<file path="config.mk">
export PLATFORM = sky130hd
export DESIGN_NAME = seg7_scan_drv
export DESIGN_NICKNAME = d
export VERILOG_FILES = /design/src/rtl/seg7_scan_drv_pkg.sv /design/src/rtl/seg7_scan_drv_decode.sv /design/src/rtl/seg7_scan_drv.sv
export SDC_FILE = /design/constraint.sdc
export NUM_CORES = 1
export LEC_CHECK = 0
export BUFFER_PORTS_ARGS = -buffer_cell sky130_fd_sc_hd__buf_2
export CAP_MARGIN = 5
export CORE_ASPECT_RATIO = 1.4
export CORE_MARGIN = 2
export CORE_UTILIZATION = 51
export DETAILED_ROUTE_END_ITERATION = 6
export PLACE_DENSITY = 0.79
export SYNTH_ARGS = -nofsm -noshare
export SYNTH_HDL_FRONTEND = slang
export SYNTH_SLANG_ARGS = --single-unit
export TNS_END_PERCENT = 5
</file>
<file path="constraint.sdc">
create_clock -name CLK -period 1.8 [get_ports CLK]
set_input_delay 0.36 -clock CLK [delete_from_list [all_inputs] [get_ports CLK]]
set_output_delay 0.36 -clock CLK [all_outputs]
set_load 0.005 [all_outputs]
</file>
<file path="src/rtl/seg7_scan_drv_pkg.sv">
// Purpose : shared 7-segment pattern constants and code-to-pattern helper.
// Latency : n/a (constants and a pure function).
// Backpres: n/a.
// Segment bit order everywhere is {g,f,e,d,c,b,a}, active-high.
package seg7_scan_drv_pkg;

  localparam logic [6:0] SEG7_0     = 7'b0111111;
  localparam logic [6:0] SEG7_1     = 7'b0000110;
  localparam logic [6:0] SEG7_2     = 7'b1011011;
  localparam logic [6:0] SEG7_3     = 7'b1001111;
  localparam logic [6:0] SEG7_4     = 7'b1100110;
  localparam logic [6:0] SEG7_5     = 7'b1101101;
  localparam logic [6:0] SEG7_6     = 7'b1111101;
  localparam logic [6:0] SEG7_7     = 7'b0000111;
  localparam logic [6:0] SEG7_8     = 7'b1111111;
  localparam logic [6:0] SEG7_9     = 7'b1101111;
  localparam logic [6:0] SEG7_DASH  = 7'b1000000;
  localparam logic [6:0] SEG7_BLANK = 7'b0000000;

  // Non-BCD codes (10..15) show a dash so a corrupted counter is visible.
  function automatic logic [6:0] seg7_pattern(input logic [3:0] code);
    case (code)
      4'd0:    return SEG7_0;
      4'd1:    return SEG7_1;
      4'd2:    return SEG7_2;
      4'd3:    return SEG7_3;
      4'd4:    return SEG7_4;
      4'd5:    return SEG7_5;
      4'd6:    return SEG7_6;
      4'd7:    return SEG7_7;
      4'd8:    return SEG7_8;
      4'd9:    return SEG7_9;
      default: return SEG7_DASH;
    endcase
  endfunction

endpackage

</file>
<file path="src/rtl/seg7_scan_drv_decode.sv">
// Purpose : combinational BCD digit + blank request -> 7 active-high segments.
// Latency : 0 cycles (pure combinational).
// Backpres: none.
// Ports   : code[3:0] digit code, blank forces all segments off, seg[6:0] = {g,f,e,d,c,b,a}.
module seg7_decode
  import seg7_scan_drv_pkg::*;
(
  input  logic [3:0] code,
  input  logic       blank,
  output logic [6:0] seg
);

  always_comb begin
    seg = SEG7_BLANK;
    if (!blank) seg = seg7_pattern(code);
  end

endmodule

</file>
<file path="src/rtl/seg7_scan_drv.sv">
// Purpose : time-multiplexed N-digit 7-segment driver with frame-wise BCD snapshot.
// Latency : outputs registered, 1 CLK after scan index / snapshot change.
// Backpres: none; CE=0 freezes prescaler, index and snapshot (outputs hold).
// Ports   : CLK, CLR (async active-high), CE, BCD[4*DIGITS-1:0], DP[DIGITS-1:0], BLANK_LZ,
//           SEG[6:0] {g,f,e,d,c,b,a}, DP_OUT, AN[DIGITS-1:0] one-hot; polarity set by ACTIVE_LOW.
module seg7_scan_drv
  import seg7_scan_drv_pkg::*;
#(
  parameter int DIGITS     = 4,
  parameter int PRESCALE   = 50000,
  parameter bit ACTIVE_LOW = 1'b1
) (
  input  logic                  CLK,
  input  logic                  CLR,
  input  logic                  CE,
  input  logic [4*DIGITS-1:0]   BCD,
  input  logic [DIGITS-1:0]     DP,
  input  logic                  BLANK_LZ,
  output logic [6:0]            SEG,
  output logic                  DP_OUT,
  output logic [DIGITS-1:0]     AN
);

  localparam int CNT_W = $clog2(PRESCALE);
  localparam int IDX_W = $clog2(DIGITS);

  logic [CNT_W-1:0]    cnt;
  logic [IDX_W-1:0]    idx;
  logic [4*DIGITS-1:0] snap_bcd;
  logic [DIGITS-1:0]   snap_dp;
  logic                tick;
  logic                frame_wrap;

  assign tick       = CE && (cnt == CNT_W'(PRESCALE - 1));
  assign frame_wrap = tick && (idx == IDX_W'(DIGITS - 1));

  always_ff @(posedge CLK or posedge CLR) begin
    if (CLR) begin
      cnt      <= '0;
      idx      <= '0;
      snap_bcd <= '0;
      snap_dp  <= '0;
    end else begin
      if (CE) cnt <= tick ? '0 : cnt + CNT_W'(1);
      if (tick) idx <= frame_wrap ? '0 : idx + IDX_W'(1);
      // Sampling only at the frame wrap keeps a whole frame consistent.
      if (frame_wrap) begin
        snap_bcd <= BCD;
        snap_dp  <= DP;
      end
    end
  end

  // lead_zero[i]: snapshot digits DIGITS-1..i are all zero; bit 0 stays 0
  // so the least significant digit is never blanked.
  logic [DIGITS-1:0] lead_zero;

  always_comb begin : lz_scan
    logic all_zero;
    lead_zero = '0;
    all_zero  = 1'b1;
    for (int i = DIGITS - 1; i >= 1; i--) begin
      all_zero     = all_zero && (snap_bcd[4*i +: 4] == 4'd0);
      lead_zero[i] = all_zero;
    end
  end

  logic [3:0]        cur_code;
  logic              cur_blank;
  logic [6:0]        seg_dec;
  logic [DIGITS-1:0] an_dec;

  assign cur_code  = snap_bcd[{idx, 2'b00} +: 4];
  assign cur_blank = BLANK_LZ && lead_zero[idx];
  assign an_dec    = DIGITS'(1) << idx;

  seg7_decode u_decode (
    .code  (cur_code),
    .blank (cur_blank),
    .seg   (seg_dec)
  );

  // Output regs track the held state every cycle, so with CE=0 they hold.
  // Polarity is applied only here; everything upstream is active-high.
  always_ff @(posedge CLK or posedge CLR) begin
    if (CLR) begin
      SEG    <= {7{ACTIVE_LOW}};
      DP_OUT <= ACTIVE_LOW;
      AN     <= {DIGITS{ACTIVE_LOW}};
    end else begin
      SEG    <= seg_dec ^ {7{ACTIVE_LOW}};
      DP_OUT <= snap_dp[idx] ^ ACTIVE_LOW;
      AN     <= an_dec ^ {DIGITS{ACTIVE_LOW}};
    end
  end

endmodule

</file>
==> results of run 1 <==
==> worst min-delay path by stage <==
stage / slack, ns / startpoint / to / cells past startpoint
after CTS: 0.08 / CLR / cnt[9] / 3
after global placement: 0.42 / CLR / cnt[9] / 3
after detailed placement: 0.42 / CLR / cnt[9] / 3
after global routing: 0.09 / CLR / cnt[3] / 3
after floorplan: 0.47 / cnt[13] / cnt[13] / 1
final: 0.08 / CLR / cnt[9] / 3
==> metrics by stage <==
step | cell area, µm² | worst slack [ns]
2_1_floorplan | 2440 | 0.0226
3_3_place_gp | 2800 | 0.0637
3_5_place_dp | 2800 | -0.0141
4_1_cts | 2910 | 0.0576
5_1_grt | 2930 | 0.00212
6_report | 2930 | 0.0859
==> where the power goes <==
group	switching, mW	internal, mW
Combinational	0.155	0.169
Clock	0.355	0.415
Sequential	0.0608	1.21
Total	0.571	1.79
==> sequential cells by signal (all words and copies together), names as in the netlist <==
register  cells
idx           2
AN            4
snap_dp       4
SEG           7
cnt          16
DP_OUT        1
snap_bcd     16
==> cell usage in the layout, fill, tap and decap left out, types with 2 or more instances in the layout <==
| master | count |
|---|---|
| nand4_1 | 6 |
| mux2i_1 | 2 |
| a31o_2 | 2 |
| nor4_1 | 5 |
| nand2b_1 | 2 |
| nand3_1 | 6 |
| o21ai_0 | 2 |
| buf_2 | 35 |
| nor2_1 | 11 |
| mux2_4 | 20 |
| nor3_1 | 3 |
| a21oi_1 | 4 |
| dfrtp_1 | 37 |
| buf_4 | 16 |
| dfstp_2 | 12 |
| mux4_2 | 5 |
| inv_1 | 13 |
| ha_1 | 10 |
| xnor2_1 | 9 |
| o21ai_1 | 5 |
| clkbuf_8 | 5 |
| nand2_1 | 10 |
| buf_12 | 3 |
| xor2_1 | 4 |
==> logic make-up (layout without fill, tap and decap cells) <==
family / after synthesis / count (layout) / synth area share (%)
flops: 50 / 50 / 51.9
simple gates: 52 / 52 / 11.5
xor+xnor: 13 / 13 / 4.67
fa+ha+maj: 10 / 10 / 5.13
buf+inv: 22 / 76 / 4.57
mux: 28 / 28 / 18.2
compound gates: 16 / 16 / 4.00
==> worst min-delay path, stage by stage <==
cell	delay [ns]
buf_2	0.10
inv_2	0.06
buf_12	0.25
==> routing by layer <==
layer	GRT usage (%)	vias up	routed length (µm)
met5	0	-	0
met4	6.87	0	114
met3	4.46	10	127
met2	33.3	26	2420
met1	21.2	770	1670
li1	-	762	-
==> layout make-up <==
cell class	count	area [µm²]	share of cell area, %
clock buffers	6	72.6	2.48
clock inverters	2	37.5	1.28
inverters	14	52.6	1.79
multi-input cells	119	1070	36.4
flip-flops and latches	50	1270	43.3
well taps	62	77.6	2.65
repair buffers	54	355	12.1
==> timing repair <==
| item | in CTS | in global routing |
|---|---|---|
| resized for setup | 1 | 1 |
| setup buffers | 0 | 2 |
| endpoints found under the setup margin | 1 | 21 |
==> results by group, run 1 <==
Setup path
  – Critical path buffers and inverters: 1
  – CP Launch Point: cnt[12]
  – Critical path class: flip-flop to flip-flop
  – Reg-to-reg slack, setup: 0.09 ns
  – Worst Reg-to-Reg Cells: 5
  – CP Max Fanout: 11
  – CP peak stage delay: 0.41 ns
  – Family with the most delay on the worst path: simple AND/OR/NAND/NOR gates
  – Slowest-stage cell, CP: dfrtp_1
  – CP Capture Point: snap_dp[2]
  – Startpoint types: flip-flop
  – CP Depth: 5
  – Reg2reg start: cnt[12]
  – CP arrival: around 1.9 ns
  – Worst Path Required: 1.99 ns
  – Worst r2r dst: snap_dp[2]
  – CP endpoint kind: flip-flop
  – CP Cell Sequence: nor4bb_2 -> and4_4 -> nand2_2 -> buf_12 -> mux2_4

Synthesis
  – YS warnings: 0
  – Net Count, Synth: 225
  – Yosys top cell area share: roughly two fifths
  – Synth cell count leaders: 38 x dfrtp_1, 20 x mux2_4, 14 x inv_1
  – Leading area contributor after synthesis: dfrtp_1
  – Ys async rst share: 100%
  – Top-count cell post-synth: dfrtp_1
  – Synth Flop Type: dfrtp_1
  – Post-synth EDFFs: 0
  – Syn Std Cell Area: 2440 µm²
  – Mean post-synth cell area: 12.8 µm²
  – Largest cells by area after synthesis: dfrtp_1 39%, dfstp_2 13%, mux2_4 12%
  – Sequential share of the synthesized area: about half
  – Synthesis-stage register bit count: 50
  – Distinct cell type count after synthesis: 36
  – Synth Instances: 191

STA
  – Final Hold Fails: 0
  – Worst-Margin Slew: 0.370 ns
  – Worst clock skew: 0.00474 ns
  – Setup violators final: 0
  – Setup_tns: 0 ns
  – Min Tclk post-route: 1.71 ns
  – Final hold slack: 0.0820 ns
  – Final period util: between 90 and 100%
  – Slew Viols, Final: 0
  – Fmax: slightly below 0.6 GHz
  – RSZ-0062 raised after global routing: false
  – Slew HR: 75.1%

Die
  – Core Region: between 4000 and 5000 µm²
  – Die height: 85.8 µm
  – # rows: 29
  – Num ports: 36
  – Die footprint: ~5400 µm²
  – Starting density of the core: between 50% and 60%
  – Die Wd: 62.4 µm

Global route
  – GR Overflow Total: 0
  – Total Routing Usage GR: 18.5%
  – Initial antenna violation count: 0
  – Largest net degree at the start of global routing: 51
  – Number of global-route vias before repair: 1656
  – First-pass GRT wire length: about 7600 µm

Detailed routing
  – DRC: 0
  – Vias per cell: 5.11
  – ANT nets after route: 0
  – WL final: 4330 µm
  – DRT Pass-1 Iters: 4
  – WL/cell: 14.1 µm
  – Via Count: 1568
  – Number of DRC violations after detailed-routing iteration 0: 57

Clock tree
  – Inserted Clock Buffers: 5
  – Clock buffer depth: 2
  – Clock Latency Late Sink: around 0.3 ns
  – H-tree levels: 2
  – TritonCTS clock tree: built
  – Clock sinks: 50
  – Worst-path clk slew: 0.09 ns
  – CTS Hold Bufs: 0
  – Root buf cell: clkbuf_8

Placement
  – GPL Wtd Cong: ~0.86
  – Dpl cells: a little under 300
  – Port Buffers: 35
  – HPWL after DPL: 3270 µm

Layout
  – Layout area overhead: 20.2%
  – # fillers: 364
  – Ant diodes: 0
  – Final Core Density: roughly 64%
  – Non-Filler Instances: 307
  – Final net count: 278
  – Share of cells above drive strength 1: 43.7%

Pwr
  – VDD IR max: 573 µV
  – Cell Pwr Density: 806 nW/µm²
  – Leak: 1.44 nW
  – Total power: 2.36 mW

Run
  – Max-cap violations: 0

Hold path
  – Worst hold path class: input pin to async pin

Run status
  – Status: completed
Note: power is estimated with default switching activity, not from simulation.
==> run 2, diff against run 1 <==
--- a/config.mk
+++ b/config.mk
@@ -7,11 +7,13 @@
 export LEC_CHECK = 0
 export BUFFER_PORTS_ARGS = -buffer_cell sky130_fd_sc_hd__buf_2
 export CAP_MARGIN = 5
+export CELL_PAD_IN_SITES_DETAIL_PLACEMENT = 1
+export CELL_PAD_IN_SITES_GLOBAL_PLACEMENT = 1
 export CORE_ASPECT_RATIO = 1.4
 export CORE_MARGIN = 2
-export CORE_UTILIZATION = 51
+export CORE_UTILIZATION = 46
 export DETAILED_ROUTE_END_ITERATION = 6
-export PLACE_DENSITY = 0.79
+export PLACE_DENSITY = 0.8
 export SYNTH_ARGS = -nofsm -noshare
 export SYNTH_HDL_FRONTEND = slang
 export SYNTH_SLANG_ARGS = --single-unit
==> constraint.sdc (replaced) <==
create_clock -name CLK -period 1.9 [get_ports CLK]
set_input_delay 0.38 -clock CLK [delete_from_list [all_inputs] [get_ports CLK]]
set_output_delay 0.38 -clock CLK [all_outputs]
set_load 0.005 [all_outputs]
==> results by group, run 2 (synthesis gave the netlist of run 1 again) <==
Pwr
  – Cell Pwr Density: 732 nW/µm² (was 806 nW/µm²)
  – VDD IR max: 581 µV (was 573 µV)
  – Leak: 1.37 nW (was 1.44 nW)

Setup path
  – Worst Reg-to-Reg Cells: 5 (unchanged)
  – Worst Path Required: 2.08 ns (was 1.99 ns)
  – Reg2reg start: cnt[12] (unchanged)
  – Slowest-stage cell, CP: dfrtp_1 (unchanged)
  – CP peak stage delay: 0.43 ns (was 0.41 ns)
  – Reg-to-reg slack, setup: 0.1 ns (was 0.09 ns)
  – Startpoint types: flip-flop (unchanged)
  – Critical path class: flip-flop to flip-flop (unchanged)
  – CP endpoint kind: flip-flop (unchanged)
  – CP Cell Sequence: nor4bb_1 -> and4_4 -> nand2_2 -> buf_12 -> mux2_4 (was nor4bb_2 -> and4_4 -> nand2_2 -> buf_12 -> mux2_4)
  – CP Max Fanout: 20 (was 11)
  – CP arrival: 1.98 ns (was 1.90 ns)
  – Worst r2r dst: snap_bcd[14] (was snap_dp[2])

Clock tree
  – H-tree levels: 2 (unchanged)
  – Root buf cell: clkbuf_8 (unchanged)
  – TritonCTS clock tree: built (unchanged)
  – Worst-path clk slew: 0.08 ns (was 0.09 ns)
  – Clock Latency Late Sink: 0.30 ns (about the same)
  – Clock sinks: 50 (unchanged)
  – Inserted Clock Buffers: 5 (unchanged)
  – Clock buffer depth: 2 (unchanged)

Detailed routing
  – DRT Pass-1 Iters: 3 (was 4)
  – DRC: 0 (unchanged)
  – Vias per cell: 5.22 (was 5.11)
  – ANT nets after route: 0 (unchanged)
  – WL final: 4730 µm (was 4330 µm)
  – Number of DRC violations after detailed-routing iteration 0: 52 (was 57)
  – Via Count: 1562 (was 1568)
  – WL/cell: 15.8 µm (was 14.1 µm)

Die
  – Die height: 90.2 µm (was 85.8 µm)
  – Starting density of the core: 47.3% (was 53.3%)
  – Num ports: 36 (unchanged)
  – Core Region: 5160 µm² (was 4570 µm²)
  – Die Wd: 65.5 µm (was 62.4 µm)
  – Die footprint: 5910 µm² (was 5360 µm²)
  – # rows: 31 (was 29)

Placement
  – GPL Wtd Cong: 0.816 (was 0.863)
  – Pre-CTS setup slack: 0.0975 ns (was -0.0141 ns)
  – Port Buffers: 35 (unchanged)
  – HPWL after DPL: 3540 µm (was 3270 µm)

STA
  – Worst clock skew: 0.0107 ns (was 0.00474 ns)
  – Final period util: 94.7% (was 95.2%)
  – Setup violators final: 0 (unchanged)
  – Setup_tns: 0 ns (unchanged)
  – Final Hold Fails: 0 (unchanged)
  – RSZ-0062 raised after global routing: false (unchanged)
  – Min Tclk post-route: 1.80 ns (was 1.71 ns)
  – Worst-Margin Slew: 0.472 ns (was 0.370 ns)
  – Slew Viols, Final: 0 (unchanged)
  – Slew HR: 68.5% (was 75.1%)
  – Final worst slack: 0.0999 ns (was 0.0859 ns)
  – Fmax: 0.556 GHz (was 0.583 GHz)

Global route
  – First-pass GRT wire length: 7960 µm (was 7580 µm)
  – GR Overflow Total: 0 (unchanged)
  – Largest net degree at the start of global routing: 31 (was 51)
  – Total Routing Usage GR: 17.9% (was 18.5%)
  – Initial antenna violation count: 0 (unchanged)
  – Number of global-route vias before repair: 1626 (was 1656)

Layout
  – Most common cell after layout, fill and taps aside: dfrtp_1 (unchanged)
  – Share of cells above drive strength 1: 40.3% (was 43.7%)
  – Final net count: 266 (was 278)
  – Ant diodes: 0 (unchanged)
  – Final Core Density: 54.3% (was 64.1%)
  – Layout area overhead: 14.9% (was 20.2%)
  – Biggest registers after layout: cnt (16), snap_bcd (16), SEG (7) (unchanged)
  – Commonest non-fill, non-tap cells in the layout: 37 x dfrtp_1, 35 x buf_2, 20 x mux2_4 (unchanged)

Run
  – Max-cap violations: 0 (unchanged)

Run status
  – Status: completed (unchanged)

Hold path
  – Worst hold path class: input pin to async pin (unchanged)
## run 2: where the power goes
group          internal, mW  switching, mW
clock network         0.260          0.345
logic                 0.107          0.108
registers              1.14         0.0875
## run 2: final cells by class
class / instances / area, µm²
clock buffers: 6 / 72.6
clock inverters: 2 / 13.8
fillers: 540 / 2360
inverters: 14 / 52.6
multi-input cells: 119 / 1060
flip-flops and latches: 50 / 1270
well taps: 66 / 82.6
repair buffers: 42 / 253
## run 2: repair_timing
action                                  in CTS  in global routing
gates resized for setup                      0                  1
endpoints found under the setup margin       0                  1
hold buffers                                 0                  0
buffers inserted                             0                  0
## run 2: worst max-delay path by stage
stage / from / to / slack (ns) / depth (start not counted)
after floorplan: cnt[0] / snap_bcd[0] / 0.12 / 7
after global placement: cnt[12] / snap_bcd[13] / 0.11 / 5
after detailed placement: cnt[12] / snap_bcd[2] / 0.1 / 5
after CTS: cnt[12] / snap_bcd[14] / 0.06 / 5
after global routing: cnt[12] / snap_bcd[14] / 0.04 / 5
final: cnt[12] / snap_bcd[14] / 0.1 / 5
## run 2: layer usage
layer / part of all wire, % / GRT usage, % / vias to the layer above
li1: - / - / 744
met1: 38 / 20.2 / 787
met2: 58 / 32.5 / 23
met3: 2.7 / 3.75 / 8
met4: 1.7 / 5.90 / 0
met5: 0 / 0 / -
## run 2: critical path, delay by kind of cell, from the launching register on
family / cells / cell delay (ns)
buffers and inverters: 1 / 0.17
multiplexers: 1 / 0.31
flip-flops: 1 / 0.43
AND/OR/NAND/NOR: 3 / 0.78
## run 2: metrics by stage
stage / total power, mW / cells / hold slack [ns] / cell area [µm²]
after floorplan: 1.38 / 191 / 0.468 / 2440
after global routing: 2.18 / 299 / 0.101 / 2800
after detailed placement: 1.47 / 291 / 0.425 / 2720
after global placement: 1.46 / 291 / 0.415 / 2720
final: 2.05 / 299 / 0.0859 / 2800
after CTS: 2.09 / 299 / 0.0832 / 2800
==> run 3, diff against run 2 <==
--- a/config.mk
+++ b/config.mk
@@ -11,9 +11,10 @@
 export CELL_PAD_IN_SITES_GLOBAL_PLACEMENT = 1
 export CORE_ASPECT_RATIO = 1.4
 export CORE_MARGIN = 2
-export CORE_UTILIZATION = 46
+export CORE_UTILIZATION = 30
 export DETAILED_ROUTE_END_ITERATION = 6
-export PLACE_DENSITY = 0.8
+export PLACE_DENSITY = 0.57
+export RECOVER_POWER = 100
 export SYNTH_ARGS = -nofsm -noshare
 export SYNTH_HDL_FRONTEND = slang
 export SYNTH_SLANG_ARGS = --single-unit
==> results by group, run 3 (synthesis gave the netlist of run 1 again) <==
Run status
  – Status: completed (unchanged)

Setup path
  – Critical path class: flip-flop to flip-flop (unchanged)
  – CP peak stage delay: 0.42 ns (was 0.43 ns)
  – Critical path buffers and inverters: 1 (unchanged)
  – CP Max Fanout: 20 (unchanged)
  – CP endpoint kind: flip-flop (unchanged)
  – Family with the most delay on the worst path: simple AND/OR/NAND/NOR gates (unchanged)
  – Startpoint types: flip-flop (unchanged)
  – Slowest-stage cell, CP: dfrtp_1 (unchanged)
  – Worst Path Required: 2.10 ns (was 2.08 ns)
  – CP Cell Sequence: ha_1 -> and4_1 -> and4_4 -> nand2_2 -> buf_12 -> mux2_4 (was nor4bb_1 -> and4_4 -> nand2_2 -> buf_12 -> mux2_4)
  – CP arrival: 1.98 ns (about the same)

STA
  – Final Hold Fails: 0 (unchanged)
  – Slew Viols, Final: 0 (unchanged)
  – Min Tclk post-route: 1.78 ns (was 1.80 ns)
  – Setup violators final: 0 (unchanged)
  – Setup_tns: 0 ns (unchanged)
  – Worst-Margin Slew: 0.902 ns (was 0.472 ns)
  – Final period util: 93.5% (was 94.7%)
  – RSZ-0062 raised after global routing: false (unchanged)
  – Final worst slack: 0.123 ns (was 0.0999 ns)
  – Slew HR: 39.9% (was 68.5%)
  – Fmax: 0.563 GHz (was 0.556 GHz)
  – Worst clock skew: 0.00633 ns (was 0.0107 ns)

Detailed routing
  – DRC: 0 (unchanged)
  – WL final: 5310 µm (was 4730 µm)
  – Number of DRC violations after detailed-routing iteration 0: 61 (was 52)
  – DRT Pass-1 Iters: 4 (was 3)
  – Via Count: 1618 (was 1562)
  – WL/cell: 15.8 µm (about the same)
  – ANT nets after route: 0 (unchanged)
  – Vias per cell: 4.80 (was 5.22)

Layout
  – Commonest non-fill, non-tap cells in the layout: 37 x dfrtp_1, 35 x buf_2, 20 x mux2_4 (unchanged)
  – Layout area overhead: 17.8% (was 14.9%)
  – Ant diodes: 0 (unchanged)
  – Final net count: 270 (was 266)
  – Biggest registers after layout: cnt (16), snap_bcd (16), SEG (7) (unchanged)
  – Most common cell after layout, fill and taps aside: dfrtp_1 (unchanged)
  – Share of cells above drive strength 1: 41.4% (was 40.3%)

Die
  – Die height: 111 µm (was 90.2 µm)
  – Starting density of the core: 31.1% (was 47.3%)
  – Die Wd: 80.2 µm (was 65.5 µm)
  – # rows: 38 (was 31)
  – Num ports: 36 (unchanged)
  – Core Region: 7850 µm² (was 5160 µm²)
  – Die footprint: 8880 µm² (was 5910 µm²)

Clock tree
  – Clock sinks: 50 (unchanged)
  – Clock Latency Late Sink: 0.31 ns (was 0.30 ns)
  – Inserted Clock Buffers: 5 (unchanged)
  – Postcts setup bufs: 0 (unchanged)
  – H-tree levels: 2 (unchanged)
  – TritonCTS clock tree: built (unchanged)
  – Clock buffer depth: 2 (unchanged)
  – CTS Hold Bufs: 0 (unchanged)
  – Root buf cell: clkbuf_8 (unchanged)
  – Worst-path clk slew: 0.09 ns (was 0.08 ns)

Placement
  – Pre-CTS setup slack: 0.0549 ns (was 0.0975 ns)
  – GPL Wtd Cong: 0.751 (was 0.816)
  – HPWL after DPL: 4000 µm (was 3540 µm)
  – Port Buffers: 35 (unchanged)

Global route
  – Initial antenna violation count: 0 (unchanged)
  – First-pass GRT wire length: 8920 µm (was 7960 µm)
  – Number of global-route vias before repair: 1814 (was 1626)
  – Total Routing Usage GR: 13.4% (was 17.9%)
  – GR Overflow Total: 0 (unchanged)
  – Largest net degree at the start of global routing: 35 (was 31)

Run
  – Max-cap violations: 0 (unchanged)

Pwr
  – Cell Pwr Density: 740 nW/µm² (was 732 nW/µm²)
  – VDD IR max: 406 µV (was 581 µV)
  – Leak: 1.39 nW (was 1.37 nW)

Hold path
  – Worst hold path class: input pin to async pin (unchanged)
-- run 3: power by group --
| part | leakage [nW] | switching [mW] | internal (mW) |
|---|---|---|---|
| combinational | 0.712 | 0.128 | 0.130 |
| sequential | 0.625 | 0.0777 | 1.14 |
| clock | 0.0482 | 0.352 | 0.294 |
| total | 1.39 | 0.557 | 1.57 |
-- run 3: cell type report --
type	instances	area, µm²
fill	881	4970
sequential	50	1270
multi-input combinational	119	1070
timing repair buffer	46	268
tap	100	125
clock buffer	7	86.3
inverter	14	52.6
clock inverter	1	5.00
-- run 3: per-stage QoR --
step           util [%]  total power [mW]  std cells  hold WS, ns  cell area [µm²]
2_1_floorplan         -              1.38        191        0.468             2440
3_3_place_gp       35.5              1.50        329        0.389             2790
3_5_place_dp       35.5              1.51        329        0.405             2790
4_1_cts            36.7              2.18        337       0.0541             2880
5_1_grt            36.6              2.26        337        0.202             2870
6_report           36.6              2.12        337        0.157             2870
-- run 3: worst paths after layout --
path	from	end	slack, ns	cells after the start
min reg2reg	cnt[13]	cnt[13]	0.51	1
max	cnt[1]	snap_bcd[2]	0.12	6
min in group CLK	DP[3]	snap_dp[3]	0.30	2
max in group asynchronous	CLR	idx[0]	0.38	3
max reg2reg	cnt[1]	snap_bcd[2]	0.12	6
min	CLR	snap_bcd[3]	0.16	2
-- run 3: what timing repair did --
item,4_1_cts,5_1_grt
setup endpoints to repair,0,24
gates resized for setup,0,2
endpoints found under the hold margin,0,0
-- run 3: metal layers --
metal / wire [µm] / vias up / GRT usage, %
li1: - / 751 / -
met1: 2110 / 824 / 14.6
met2: 2820 / 31 / 23.3
met3: 211 / 12 / 3.18
met4: 166 / 0 / 7.46
met5: 0 / - / 0
